===== src/rtl/iterative_divider_32bit.sv =====
// Multi-cycle restoring divider for RV32M DIV/DIVU/REM/REMU (one quotient bit per cycle).
// Optional macro DIV_EARLY_OUT_EN: divide-by-zero and signed overflow finish straight from IDLE.
module iterative_divider_32bit #(
    parameter int unsigned WIDTH = 32
) (
    input  logic             clk,
    input  logic             rst_n,
    input  logic             start,
    input  logic             is_signed,
    input  logic [WIDTH-1:0] dividend,
    input  logic [WIDTH-1:0] divisor,
    output logic             busy,
    output logic             done,
    output logic [WIDTH-1:0] quotient,
    output logic [WIDTH-1:0] remainder
);

    localparam int unsigned     CW      = $clog2(WIDTH + 1);
    localparam logic [CW-1:0]   LAST    = CW'(WIDTH - 1);
    localparam logic [WIDTH-1:0] MIN_NEG = {1'b1, {(WIDTH-1){1'b0}}};

    typedef enum logic [1:0] {
        S_IDLE,
        S_CALC,
        S_FIX,
        S_DONE
    } state_t;

    state_t           state_q, state_d;
    logic [CW-1:0]    cnt_q, cnt_d;
    logic [WIDTH:0]   rem_q, rem_d;
    logic [WIDTH-1:0] dvd_q, dvd_d;
    logic [WIDTH-1:0] dsr_q, dsr_d;
    logic             neg_quo_q, neg_quo_d;
    logic             neg_rem_q, neg_rem_d;
    logic             div_zero_q, div_zero_d;
    logic             ovf_q, ovf_d;
    logic             busy_q, busy_d;
    logic             done_q, done_d;
    logic [WIDTH-1:0] quotient_q, quotient_d;
    logic [WIDTH-1:0] remainder_q, remainder_d;

    logic             a_neg, b_neg, in_div_zero, in_ovf;
    logic [WIDTH-1:0] a_abs, b_abs;
    logic [WIDTH:0]   rem_shift, rem_diff;
    logic             q_bit;

    // Operand conditioning at the accept edge.
    always_comb begin
        a_neg       = is_signed & dividend[WIDTH-1];
        b_neg       = is_signed & divisor[WIDTH-1];
        a_abs       = a_neg ? -dividend : dividend;
        b_abs       = b_neg ? -divisor : divisor;
        in_div_zero = (divisor == '0);
        in_ovf      = is_signed && (dividend == MIN_NEG) && (divisor == '1);
    end

    // One restoring step: shift in the next dividend bit, trial-subtract the divisor.
    always_comb begin
        rem_shift = {rem_q[WIDTH-1:0], dvd_q[WIDTH-1]};
        rem_diff  = rem_shift - {1'b0, dsr_q};
        q_bit     = !(rem_shift < {1'b0, dsr_q});
    end

    always_comb begin
        state_d     = state_q;
        cnt_d       = cnt_q;
        rem_d       = rem_q;
        dvd_d       = dvd_q;
        dsr_d       = dsr_q;
        neg_quo_d   = neg_quo_q;
        neg_rem_d   = neg_rem_q;
        div_zero_d  = div_zero_q;
        ovf_d       = ovf_q;
        quotient_d  = quotient_q;
        remainder_d = remainder_q;

        unique case (state_q)
            S_IDLE: begin
                if (start) begin
                    cnt_d      = '0;
                    rem_d      = '0;
                    dvd_d      = a_abs;
                    dsr_d      = b_abs;
                    neg_quo_d  = a_neg ^ b_neg;
                    neg_rem_d  = a_neg;
                    div_zero_d = in_div_zero;
                    ovf_d      = in_ovf;
                    state_d    = S_CALC;
`ifdef DIV_EARLY_OUT_EN
                    if (in_div_zero || in_ovf) begin
                        quotient_d  = in_div_zero ? '1 : MIN_NEG;
                        remainder_d = in_div_zero ? dividend : '0;
                        state_d     = S_DONE;
                    end
`endif
                end
            end
            S_CALC: begin
                rem_d = q_bit ? rem_diff : rem_shift;
                dvd_d = {dvd_q[WIDTH-2:0], q_bit};
                cnt_d = cnt_q + CW'(1);
                if (cnt_q == LAST) begin
                    state_d = S_FIX;
                end
            end
            S_FIX: begin
                // Divide-by-zero leaves |dividend| in rem, so the sign fix restores the raw dividend.
                remainder_d = neg_rem_q ? -rem_q[WIDTH-1:0] : rem_q[WIDTH-1:0];
                if (div_zero_q) begin
                    quotient_d = '1;
                end else if (ovf_q) begin
                    quotient_d  = MIN_NEG;
                    remainder_d = '0;
                end else begin
                    quotient_d = neg_quo_q ? -dvd_q : dvd_q;
                end
                state_d = S_DONE;
            end
            S_DONE: begin
                state_d = S_IDLE;
            end
            default: begin
                state_d = S_IDLE;
            end
        endcase

        busy_d = (state_d == S_CALC) || (state_d == S_FIX);
        done_d = (state_d == S_DONE);
    end

    always_ff @(posedge clk or negedge rst_n) begin
        if (!rst_n) begin
            state_q     <= S_IDLE;
            cnt_q       <= '0;
            rem_q       <= '0;
            dvd_q       <= '0;
            dsr_q       <= '0;
            neg_quo_q   <= 1'b0;
            neg_rem_q   <= 1'b0;
            div_zero_q  <= 1'b0;
            ovf_q       <= 1'b0;
            busy_q      <= 1'b0;
            done_q      <= 1'b0;
            quotient_q  <= '0;
            remainder_q <= '0;
        end else begin
            state_q     <= state_d;
            cnt_q       <= cnt_d;
            rem_q       <= rem_d;
            dvd_q       <= dvd_d;
            dsr_q       <= dsr_d;
            neg_quo_q   <= neg_quo_d;
            neg_rem_q   <= neg_rem_d;
            div_zero_q  <= div_zero_d;
            ovf_q       <= ovf_d;
            busy_q      <= busy_d;
            done_q      <= done_d;
            quotient_q  <= quotient_d;
            remainder_q <= remainder_d;
        end
    end

    assign busy      = busy_q;
    assign done      = done_q;
    assign quotient  = quotient_q;
    assign remainder = remainder_q;

endmodule


===== config.mk =====
export PLATFORM = sky130hd
export DESIGN_NAME = iterative_divider_32bit
export DESIGN_NICKNAME = d
export VERILOG_FILES = /design/src/rtl/iterative_divider_32bit.sv
export SDC_FILE = /design/constraint.sdc
export NUM_CORES = 1
export LEC_CHECK = 0
export ABC_AREA = 0
export ABC_CLOCK_PERIOD_IN_PS = 5000
export BUFFER_PORTS_ARGS = -buffer_cell sky130_fd_sc_hd__buf_2
export CAP_MARGIN = 20
export CORE_AREA = 2 2 215 217
export CTS_CLUSTER_DIAMETER = 200
export DETAILED_ROUTE_END_ITERATION = 8
export DIE_AREA = 0 0 217 219
export SLEW_MARGIN = 20
export SYNTH_ARGS = -nofsm -noshare
export SYNTH_HDL_FRONTEND = slang
export SYNTH_SLANG_ARGS = --single-unit

===== constraint.sdc =====
create_clock -name clk -period 5 [get_ports clk]
set_clock_uncertainty 0.1 [all_clocks]
set_input_delay 0.25 -clock clk [delete_from_list [all_inputs] [get_ports clk]]
set_output_delay 0.25 -clock clk [all_outputs]
set_load 0.1 [all_outputs]

==> results of run 1 <==
-- final timing paths --
| kind | endpoint | slack [ns] | depth (start not counted) |
|---|---|---|---|
| min reg2reg | quotient[16]$_DFFE_PN0N_ | 0.37 | 2 |
| max | rem_q[1]$_DFFE_PN0P_ | 1.49 | 10 |
| max reg2reg | rem_q[1]$_DFFE_PN0P_ | 1.49 | 10 |
| min in group asynchronous | quotient[25]$_DFFE_PN0N_ | 0.34 | 2 |
| max in group asynchronous | dvd_q[31]$_DFFE_PN0P_ | 3.30 | 3 |
| min | dsr_q[31]$_DFFE_PN0P_ | 0.02 | 3 |
-- power groups by stage --
stage	sequential, mW	combinational (mW)	clock [mW]
floorplan	2.10	2.66	0
global placement	2.28	3.27	0
detailed placement	2.31	3.31	0
CTS	2.28	3.33	1.41
global route	2.36	3.76	1.47
finish	2.29	3.34	1.37
-- state kept, by name, summed over array words and instances, names as in the netlist --
register and cells:
div_zero_q 1, dsr_q 32, done 1, busy 1, rem_q 32, cnt_q 6
ovf_q 1, dvd_q 32, quotient 32, neg_quo_q 1, remainder 32, state_q 2
neg_rem_q 1
-- synthesized netlist by cell type, drive strengths merged, types with 3 or more instances --
cell type	number	share of area
a211oi	6	0.0040
a21o	13	0.0087
a21oi	79	0.035
a22oi	21	0.014
a2bb2oi	3	0.0024
a31oi	9	0.0050
and2	3	0.0017
and3	8	0.0045
and4	6	0.0047
buf	9	0.0041
clkbuf	61	0.020
dfrtp	174	0.39
ha	38	0.043
inv	59	0.020
mux2i	26	0.023
nand2	204	0.069
nand3	19	0.0085
nand4	9	0.0050
nor2	70	0.024
nor2b	4	0.0022
nor3	17	0.0076
nor4	11	0.0062
o211ai	6	0.0040
o21a	5	0.0034
o21ai	194	0.087
o21bai	3	0.0020
o22ai	22	0.012
o31ai	26	0.019
o41ai	12	0.011
or2	3	0.0017
or3	20	0.013
or4	13	0.0097
xnor2	73	0.057
xor2	70	0.055
-- cell type report --
class,count,area (um2),area share
Antenna cell,11,27.53,0.002095
Timing Repair Buffer,149,814.5,0.06201
Sequential cell,174,4354,0.3315
Tap cell,600,750.7,0.05715
Clock buffer,23,508.0,0.03867
Clock inverter,9,106.4,0.008096
Inverter,60,225.2,0.01714
Multi-Input combinational cell,1021,6350,0.4834
-- repair_timing --
| item | 4_1_cts | 5_1_grt |
|---|---|---|
| hold buffers | 4 | 0 |
| endpoints found under the hold margin | 98 | 0 |
| setup endpoints to repair | 0 | 0 |
-- layout by cell type, fill, tap and decap left out, types with 13 or more instances in the layout --
cell type	instances
nor2_1	69
xnor2_1	73
mux2i_1	26
o31ai_1	23
o21ai_0	167
nand2_1	203
nor3_1	17
o22ai_1	22
inv_1	59
or3_1	17
nand3_1	18
o21ai_1	25
a21oi_1	79
a22oi_1	21
dfrtp_1	174
ha_1	38
xor2_1	70
clkbuf_16	17
a21o_1	13
buf_2	132
-- cells by family after synthesis --
kind of cell | after synthesis
DFF | 174
AOI/OAI and AO/OA | 419
xor gates and xnor gates | 143
and+or+nand+nor | 394
buffers and inverters | 130
muxes | 26
adders and majority gates | 39
-- through the flow --
step / util / setup slack, ns / hold slack [ns]
after detailed placement: 0.2757 / 1.518 / 0.3222
after global placement: 0.2757 / 1.578 / 0.3125
final: 0.2913 / 1.489 / 0.02362
after floorplan: - / 1.935 / -0.1456
after global routing: 0.2913 / 1.228 / 0.03623
after CTS: 0.2902 / 1.501 / 0.004595
-- layer usage --
metal | wire, um | vias up
li1 | - | 4911
met1 | 16460 | 4670
met2 | 14290 | 178
met3 | 1634 | 54
met4 | 655 | 22
met5 | 145 | -
-- worst register-to-register path, delay by kind of cell (launching register included) --
kind / cells / cell delay (ns)
compound gates: 5 / 1.15
fa+ha+maj: 1 / 0.43
buf+inv: 1 / 0.32
flops: 1 / 0.48
mux: 1 / 0.22
simple gates: 2 / 0.68
==> results.py, run 1 <==
metrics = {
    "power": {
        "power_mw": 6.997,
        "p_sw_frac": 0.4189,
        "intPower_mw": 4.066,
        "p_leak_nw": 5.588,
        "comb_power_share": 0.477,
        "seqPwrFrac": 0.327,
        "clkPwrFrac": 0.196,
        "ir_drop_uv": 347.0,
        "switching_power_mw": 2.931,
        "cellPowerDensity_nw_per_um2": 532.6,
    },
    "clock_network": {
        "numCtsBuffers": 17,
        "cts_resized": 0,
        "cts_tree": "yes",
        "cts_setup_buffers": 0,
        "cts_sinks": 174,
        "htreeDepth": 4,
        "worst_skew_pair.late_latency_ns": 0.45,
        "cts_root_buffer": "clkbuf_16",
        "cts_buffer_depth": 2,
        "clkTransAtPathRegs_ns": 0.07,
    },
    "sta": {
        "finalSetupTns_ns": 0,
        "drv_slew": 0,
        "fmaxAchievable_mhz": 284.8,
        "maxSlewHeadroom": 0.2953,
        "rsz0062_at_grt": "no",
        "fin_crit_sh": 0.7022,
        "period_needed_ns": 3.511,
        "hold_viol_final": 0,
        "tightest_slew_ns": 1.057,
        "setup_viol": 0,
    },
    "synth": {
        "synth_compound_area_frac": 0.2248,
        "ys_seq_area_frac": 0.3897,
        "synth_edf_count": 0,
        "yosys_warnings": 0,
        "synth_nets": 1432,
        "synth_mux_area_frac": 0.02329,
        "synthSimpleGateAreaFrac": 0.1610,
        "yosys_register_bits": 174,
        "synth_top_family_by_area": "compound AO/OA/AOI/OAI gates",
        "synth_adder_area_share": 0.04434,
        "synth_xor_area_frac": 0.1121,
        "synthArstFlopShare": 1.000,
        "syn_area_per_cell_um2": 8.434,
        "synthCells": 1325,
        "syn_area_um2": 11170,
        "ys.flop_type": "dfrtp_1",
        "synth_cell_types": 60,
    },
    "placement": {
        "port_buffers": 133,
        "place.gp.congestion": 0.9074,
        "place_area_um2": 12430,
        "place_inst": 1999,
        "place_hpwl_um": 26120,
    },
    "worst_setup_path": {
        "cp_max_fo": 13,
        "cp.required_ns": 5.22,
        "critPathArrivalTime_ns": 3.73,
        "cp-end-kind": "register",
        "startpoint": "rem_q[7]$_DFFE_PN0P_",
        "r2r-start": "rem_q[7]$_DFFE_PN0P_",
        "crit_family": "compound AO/OA/AOI/OAI gates",
        "critPathSlowestCell": "dfrtp_1",
        "startpoint_type": "register",
        "crit_chain": "ha_1 -> and4_1 -> o311a_1 -> o21ai_1 -> a31o_2 -> a2111o_1 -> nand2_1 -> buf_4 -> mux2i_1 -> o22ai_1",
        "critPathKind": "register to register",
        "cp.buffers_inverters": 1,
        "cpPeakStageDelay_ns": 0.48,
    },
    "finish": {
        "fillers": 4862,
        "fin_area_um2": 13140,
        "drive_gt1_frac": 0.1379,
        "nets": 1530,
        "fin_cells": 2047,
        "area_growth_pct": 17.56,
    },
    "die": {
        "fp-row-count": 78,
        "die_h_um": 219,
        "fp.dieW_um": 217,
        "core_um2": 45090,
        "start_util": 0.2478,
        "pin_count": 134,
        "dieArea_um2": 47520,
    },
    "global_routing": {
        "met1_usage": 0.1993,
        "grt_max_degree": 98,
        "overflow": 0,
        "use_met3": 0.03839,
        "grt_first_pass_wirelength_um": 53270,
        "grt_use_total": 0.1425,
        "grt.busiest_layer": "met2",
        "grt_pass1_vias": 9551,
        "use_met2": 0.2114,
        "grt_antenna_before_repair": 22,
    },
    "routing": {
        "avgRoutedWirePerCell_um": 16.21,
        "route.vias.total": 9835,
        "postRouteAntennaNets": 0,
        "dr.pass1.iters": 5,
        "drt_iter0_drc": 560,
        "vias_per_cell": 4.805,
        "totalWireLength_um": 33190,
        "drc": 0,
    },
    "run": {
        "drv_cap": 0,
    },
    "hold_path": {
        "hold_class": "primary input to register",
        "min-delay-start": "divisor[31]",
    },
    "outcome": {
        "status": "finished, final reports clean",
    },
}
Note: power is estimated with default switching activity, not from simulation.
==> run 2: changes to the inputs <==
--- a/config.mk
+++ b/config.mk
@@ -6,7 +6,7 @@
 export NUM_CORES = 1
 export LEC_CHECK = 0
 export ABC_AREA = 0
-export ABC_CLOCK_PERIOD_IN_PS = 5000
+export ABC_CLOCK_PERIOD_IN_PS = 3300
 export BUFFER_PORTS_ARGS = -buffer_cell sky130_fd_sc_hd__buf_2
 export CAP_MARGIN = 20
 export CORE_AREA = 2 2 215 217
==> constraint.sdc (replaced) <==
create_clock -name clk -period 3.3 [get_ports clk]
set_clock_uncertainty 0.1 [all_clocks]
set_input_delay 0.165 -clock clk [delete_from_list [all_inputs] [get_ports clk]]
set_output_delay 0.165 -clock clk [all_outputs]
set_load 0.1 [all_outputs]
==> run 2 against run 1 <==
Wire length grew 2.7%. Flip-flop and latch count is the same. Total power grew 57%. Count of clock-buffer cells in the layout shrank 4. Die area is the same.
==> results.py, run 2 (same netlist as run 1, synthesis figures left out) <==
metrics = {
    "worst_setup_path": {
        "cp.required_ns": 3.51,
        "reg2regPathDepth": 10,
        "r2r-start": "rem_q[10]$_DFFE_PN0P_",
        "critPathArrivalTime_ns": 3.33,
        "r2r_slack_ns": 0.19,
        "critPathKind": "register to register",
        "r2r_end": "remainder[29]$_DFFE_PN0N_",
        "startpoint_type": "register",
        "cp_max_fo": 5,
        "cp-end-kind": "register",
    },
    "clock_network": {
        "clkTransAtPathRegs_ns": 0.07,
        "cts_setup_buffers": 0,
        "cts_tree": "yes",
        "htreeDepth": 4,
        "worst_skew_pair.late_latency_ns": 0.44,
        "cts_root_buffer": "clkbuf_16",
        "numCtsBuffers": 17,
        "cts_sinks": 174,
        "cts_buffer_depth": 2,
    },
    "die": {
        "fp.dieW_um": 217,
        "dieArea_um2": 47520,
        "core_um2": 45090,
        "start_util": 0.2478,
        "die_h_um": 219,
        "fp-row-count": 78,
        "pin_count": 134,
    },
    "sta": {
        "hold_viol_final": 0,
        "layout_setup_ws_ns": 0.1851,
        "rsz0062_at_grt": "no",
        "fmaxAchievable_mhz": 321.0,
        "maxSlewHeadroom": 0.3481,
        "fin_crit_sh": 0.9439,
        "period_needed_ns": 3.115,
        "setup_viol": 0,
        "drv_slew": 0,
        "finalSetupTns_ns": 0,
        "tightest_slew_ns": 0.9779,
    },
    "placement": {
        "port_buffers": 133,
        "place_inst": 2040,
        "dp_slack_ns": 0.08955,
        "place.gp.congestion": 0.9007,
        "place_area_um2": 12800,
        "place_hpwl_um": 26270,
    },
    "routing": {
        "route.vias.total": 10070,
        "drt_iter0_drc": 679,
        "totalWireLength_um": 34070,
        "avgRoutedWirePerCell_um": 16.09,
        "vias_per_cell": 4.753,
        "dr.pass1.iters": 4,
        "postRouteAntennaNets": 0,
        "drc": 0,
    },
    "finish": {
        "fin_area_um2": 13840,
        "area_growth_pct": 23.89,
        "fin_cells": 2118,
        "nets": 1611,
        "mostFrequentLayoutCells": "202 x nand2_1, 174 x dfrtp_1, 167 x o21ai_0",
        "final_common_cell": "nand2_1",
        "drive_gt1_frac": 0.1577,
    },
    "power": {
        "seqPwrFrac": 0.297,
        "switching_power_mw": 4.602,
        "comb_power_share": 0.519,
        "clkPwrFrac": 0.184,
        "cellPowerDensity_nw_per_um2": 794.5,
        "power_mw": 11.00,
        "p_sw_frac": 0.4183,
        "intPower_mw": 6.398,
        "p_leak_nw": 5.947,
        "ir_drop_uv": 399.9,
    },
    "global_routing": {
        "grt_use_total": 0.1430,
        "grt_max_degree": 86,
        "grt_antenna_before_repair": 5,
        "overflow": 0,
        "grt_first_pass_wirelength_um": 54350,
        "grt_pass1_vias": 9700,
    },
    "hold_path": {
        "whs_endpoint": "dsr_q[24]$_DFFE_PN0P_",
        "hold_depth": 3,
        "min-delay-start": "divisor[24]",
        "hold_class": "primary input to register",
    },
    "run": {
        "drv_cap": 0,
    },
    "outcome": {
        "status": "finished, final reports clean",
    },
}
[run 2: cell count changes in the layout (fill, tap and decap cells not counted), moves of 2 or more]
| cell | change |
|---|---|
| clkinv_4 | -2 |
| buf_4 | +36 |
| diode_2 | -9 |
| buf_12 | +4 |
| clkbuf_8 | -5 |
| dlygate4sd3_1 | +41 |
| inv_6 | +5 |
| nor2_2 | +2 |
[run 2: stage by stage]
step | util | hold slack [ns]
after floorplan | - | -0.2306
after global placement | 0.2839 | 0.08438
after detailed placement | 0.2839 | 0.08640
after CTS | 0.3067 | 0.0006130
after global routing | 0.3071 | 0.01159
final | 0.3071 | 0.01222
[run 2: worst max-delay path by stage]
stage / cells past startpoint / startpoint / slack, ns / end
2_1_floorplan: 12 / rem_q[16]$_DFFE_PN0P_ / 0.24 / rem_q[21]$_DFFE_PN0P_
3_3_place_gp: 10 / rem_q[10]$_DFFE_PN0P_ / 0.12 / remainder[31]$_DFFE_PN0N_
3_5_place_dp: 10 / rem_q[10]$_DFFE_PN0P_ / 0.09 / remainder[29]$_DFFE_PN0N_
4_1_cts: 10 / rem_q[10]$_DFFE_PN0P_ / 0.08 / remainder[29]$_DFFE_PN0N_
5_1_grt: 13 / dvd_q[31]$_DFFE_PN0P_ / 0.004 / rem_q[30]$_DFFE_PN0P_
6_report: 10 / rem_q[10]$_DFFE_PN0P_ / 0.19 / remainder[29]$_DFFE_PN0N_
[run 2: final cells by class]
class	count	area, um2
fill	4801	31240
clock buffer	19	442.9
sequential	174	4354
inverter	60	225.2
multi-input combinational	1021	6356
tap	600	750.7
clock inverter	12	135.1
timing repair buffer	230	1575
antenna	2	5.005
[run 2: repair_timing]
action                                  in CTS  in global routing
resized for setup                            0                  3
endpoints found under the hold margin      100                  0
hold buffers                                45                  0
endpoints found under the setup margin       0                  6
[run 2: per-layer routing]
layer,wire length [um],track usage
met3,1547,0.02938
met4,374,0.03333
met2,14770,0.2147
met1,17350,0.2089
met5,28,0
[run 2: worst max-delay path: stages, from the launching register on]
cell and delay (ns):
dfrtp_1 0.37, or4_1 0.57, or3_1 0.36, or3_1 0.39
nor4_2 0.29, buf_4 0.17, nand3_1 0.09, buf_4 0.18
o31ai_1 0.23, xor2_1 0.18, o21ai_1 0.07
[run 2: power by group through the flow]
stage          Combinational (mW)  Clock [mW]  Sequential, mW
2_1_floorplan                4.03           0            3.17
3_3_place_gp                 5.47           0            3.27
3_5_place_dp                 5.58           0            3.30
4_1_cts                      5.66        2.07            3.26
5_1_grt                      6.36        2.15            3.36
6_report                     5.70        2.03            3.27
==> run 3: changes to the inputs <==
--- a/config.mk
+++ b/config.mk
@@ -10,6 +10,7 @@
 export BUFFER_PORTS_ARGS = -buffer_cell sky130_fd_sc_hd__buf_2
 export CAP_MARGIN = 20
 export CORE_AREA = 2 2 215 217
+export CTS_BUF_LIST = sky130_fd_sc_hd__clkbuf_2
 export CTS_CLUSTER_DIAMETER = 200
 export DETAILED_ROUTE_END_ITERATION = 8
 export DIE_AREA = 0 0 217 219
==> run 3 against run 2 <==
Clock power shrank 44%. Sequential share of layout area fell by 1.4 points. Total power fell by 5.7%. Via count up 5.0%. Hold slack better by 0.12 ns. Non-clock buffer count increased by 95. Worst setup slack lost 0.091 ns. Critical endpoint is now dvd_q[30]$_DFFE_PN0P_.
==> results.py, run 3 (same netlist as run 1, synthesis figures left out) <==
metrics = {
    "power": {
        "power_mw": 10.38,
        "ir_drop_uv": 364.7,
        "p_leak_nw": 6.214,
        "cellPowerDensity_nw_per_um2": 716.2,
    },
    "sta": {
        "rsz0062_at_grt": "no",
        "fin_crit_sh": 0.9714,
        "fmaxAchievable_mhz": 312.0,
        "hold_viol_final": 0,
        "drv_slew": 0,
        "tightest_slew_ns": 0.9708,
        "finalSetupTns_ns": 0,
        "setup_viol": 0,
        "period_needed_ns": 3.206,
        "maxSlewHeadroom": 0.3528,
        "layout_setup_ws_ns": 0.09448,
    },
    "finish": {
        "area_growth_pct": 29.66,
        "fillers": 4784,
        "mostFrequentLayoutCells": "202 x nand2_1, 174 x dfrtp_1, 167 x o21ai_0",
        "final_util": 0.3213,
        "final_common_cell": "nand2_1",
        "drive_gt1_frac": 0.1515,
        "nets": 1706,
    },
    "worst_setup_path": {
        "critPathKind": "primary input to register",
        "startpoint_type": "primary input",
        "startpoint": "dividend[14]",
        "r2r-start": "dvd_q[11]$_DFFE_PN0P_",
        "cp_max_fo": 5,
        "cp-end-kind": "register",
        "critPathArrivalTime_ns": 3.85,
        "cp.required_ns": 3.94,
    },
    "clock_network": {
        "numCtsBuffers": 17,
        "worst_skew_pair.late_latency_ns": 0.78,
        "htreeDepth": 4,
        "cts_buffer_depth": 2,
        "cts_root_buffer": "clkbuf_2",
        "cts_sinks": 174,
        "cts_tree": "yes",
        "clkTransAtPathRegs_ns": 0.25,
    },
    "routing": {
        "dr.pass1.iters": 6,
        "route.vias.total": 10570,
        "drc": 0,
        "avgRoutedWirePerCell_um": 15.81,
        "drt_iter0_drc": 782,
        "postRouteAntennaNets": 0,
        "vias_per_cell": 4.773,
        "totalWireLength_um": 35010,
    },
    "die": {
        "core_um2": 45090,
        "fp-row-count": 78,
        "fp.dieW_um": 217,
        "pin_count": 134,
        "start_util": 0.2478,
        "die_h_um": 219,
        "dieArea_um2": 47520,
    },
    "global_routing": {
        "grt_first_pass_wirelength_um": 56290,
        "grt_use_total": 0.1473,
        "overflow": 0,
        "grt_max_degree": 86,
        "grt_antenna_before_repair": 3,
        "grt_pass1_vias": 10280,
    },
    "placement": {
        "port_buffers": 133,
        "place.gp.congestion": 0.9007,
        "place_hpwl_um": 26270,
        "dp_slack_ns": 0.08955,
    },
    "outcome": {
        "status": "finished, final reports clean",
    },
    "hold_path": {
        "hold_class": "primary input to register",
        "min-delay-start": "divisor[0]",
    },
    "run": {
        "drv_cap": 0,
    },
}
-- run 3: changes by cell type in the layout (fill, tap and decap cells not counted), moves of 2 or more --
cell           change
clkbuf_16         -17
clkbuf_2          +18
dlygate4sd3_1     +94
nor4_1             -2
nor4_2             +2
-- run 3: timing repair --
| item | 4_1_cts | 5_1_grt |
|---|---|---|
| endpoints found under the setup margin | 0 | 7 |
| gates resized for setup | 0 | 7 |
| setup buffers | 0 | 0 |
| endpoints found under the hold margin | 242 | 0 |
| hold buffers | 140 | 0 |
-- run 3: power breakdown --
part,switching [mW],internal [mW],total [mW]
registers,0.618,2.65,3.27
clock network,0.785,0.354,1.14
logic,3.16,2.81,5.97
total,4.56,5.82,10.4
-- run 3: cell type report --
| type | instances | area, um2 | share of cell area |
|---|---|---|---|
| repair buffers | 325 | 2544 | 0.1756 |
| flip-flops and latches | 174 | 4354 | 0.3005 |
| clock inverters | 13 | 138.9 | 0.009585 |
| clock buffers | 18 | 90.09 | 0.006218 |
| multi-input cells | 1021 | 6379 | 0.4402 |
| inverters | 60 | 225.2 | 0.01554 |
| well taps | 600 | 750.7 | 0.05181 |
| diodes | 3 | 7.507 | 0.0005181 |
-- run 3: final timing paths --
kind                                             to  slack (ns)  depth (start not counted)
max                           dvd_q[30]$_DFFE_PN0P_        0.09                         12
min                            dsr_q[0]$_DFFE_PN0P_        0.14                          4
max reg2reg                quotient[29]$_DFFE_PN0N_        0.19                          8
min reg2reg                 quotient[7]$_DFFE_PN0N_        0.41                          2
max in group asynchronous      dsr_q[9]$_DFFE_PN0P_        2.40                          4
min in group asynchronous     rem_q[31]$_DFFE_PN0P_        0.38                          4
-- run 3: through the flow --
stage	hold slack, ns	std cells	area, um2
after floorplan	-0.2306	1325	11170
after global placement	0.08438	2040	12800
after detailed placement	0.08640	2040	12800
after CTS	0.03438	2211	14450
after global routing	0.07905	2214	14490
final	0.1353	2214	14490
-- run 3: worst max-delay path, cell delays in order --
cell and delay, ns:
dlygate4sd3_1 0.54, buf_2 0.15, or4_1 0.56, nor3_1 0.32, nand2_1 0.15, nor4_2 0.23, buf_4 0.20, a21oi_1 0.08
xnor2_1 0.17, dlygate4sd3_1 0.56, o21ai_0 0.14, dlygate4sd3_1 0.58
-- run 3: routing by layer --
layer,GRT usage,up-vias,part of all wire
li1,-,5246,-
met1,0.2121,5046,0.50
met2,0.2266,241,0.44
met3,0.02578,35,0.044
met4,0.03790,0,0.014
met5,0,-,0
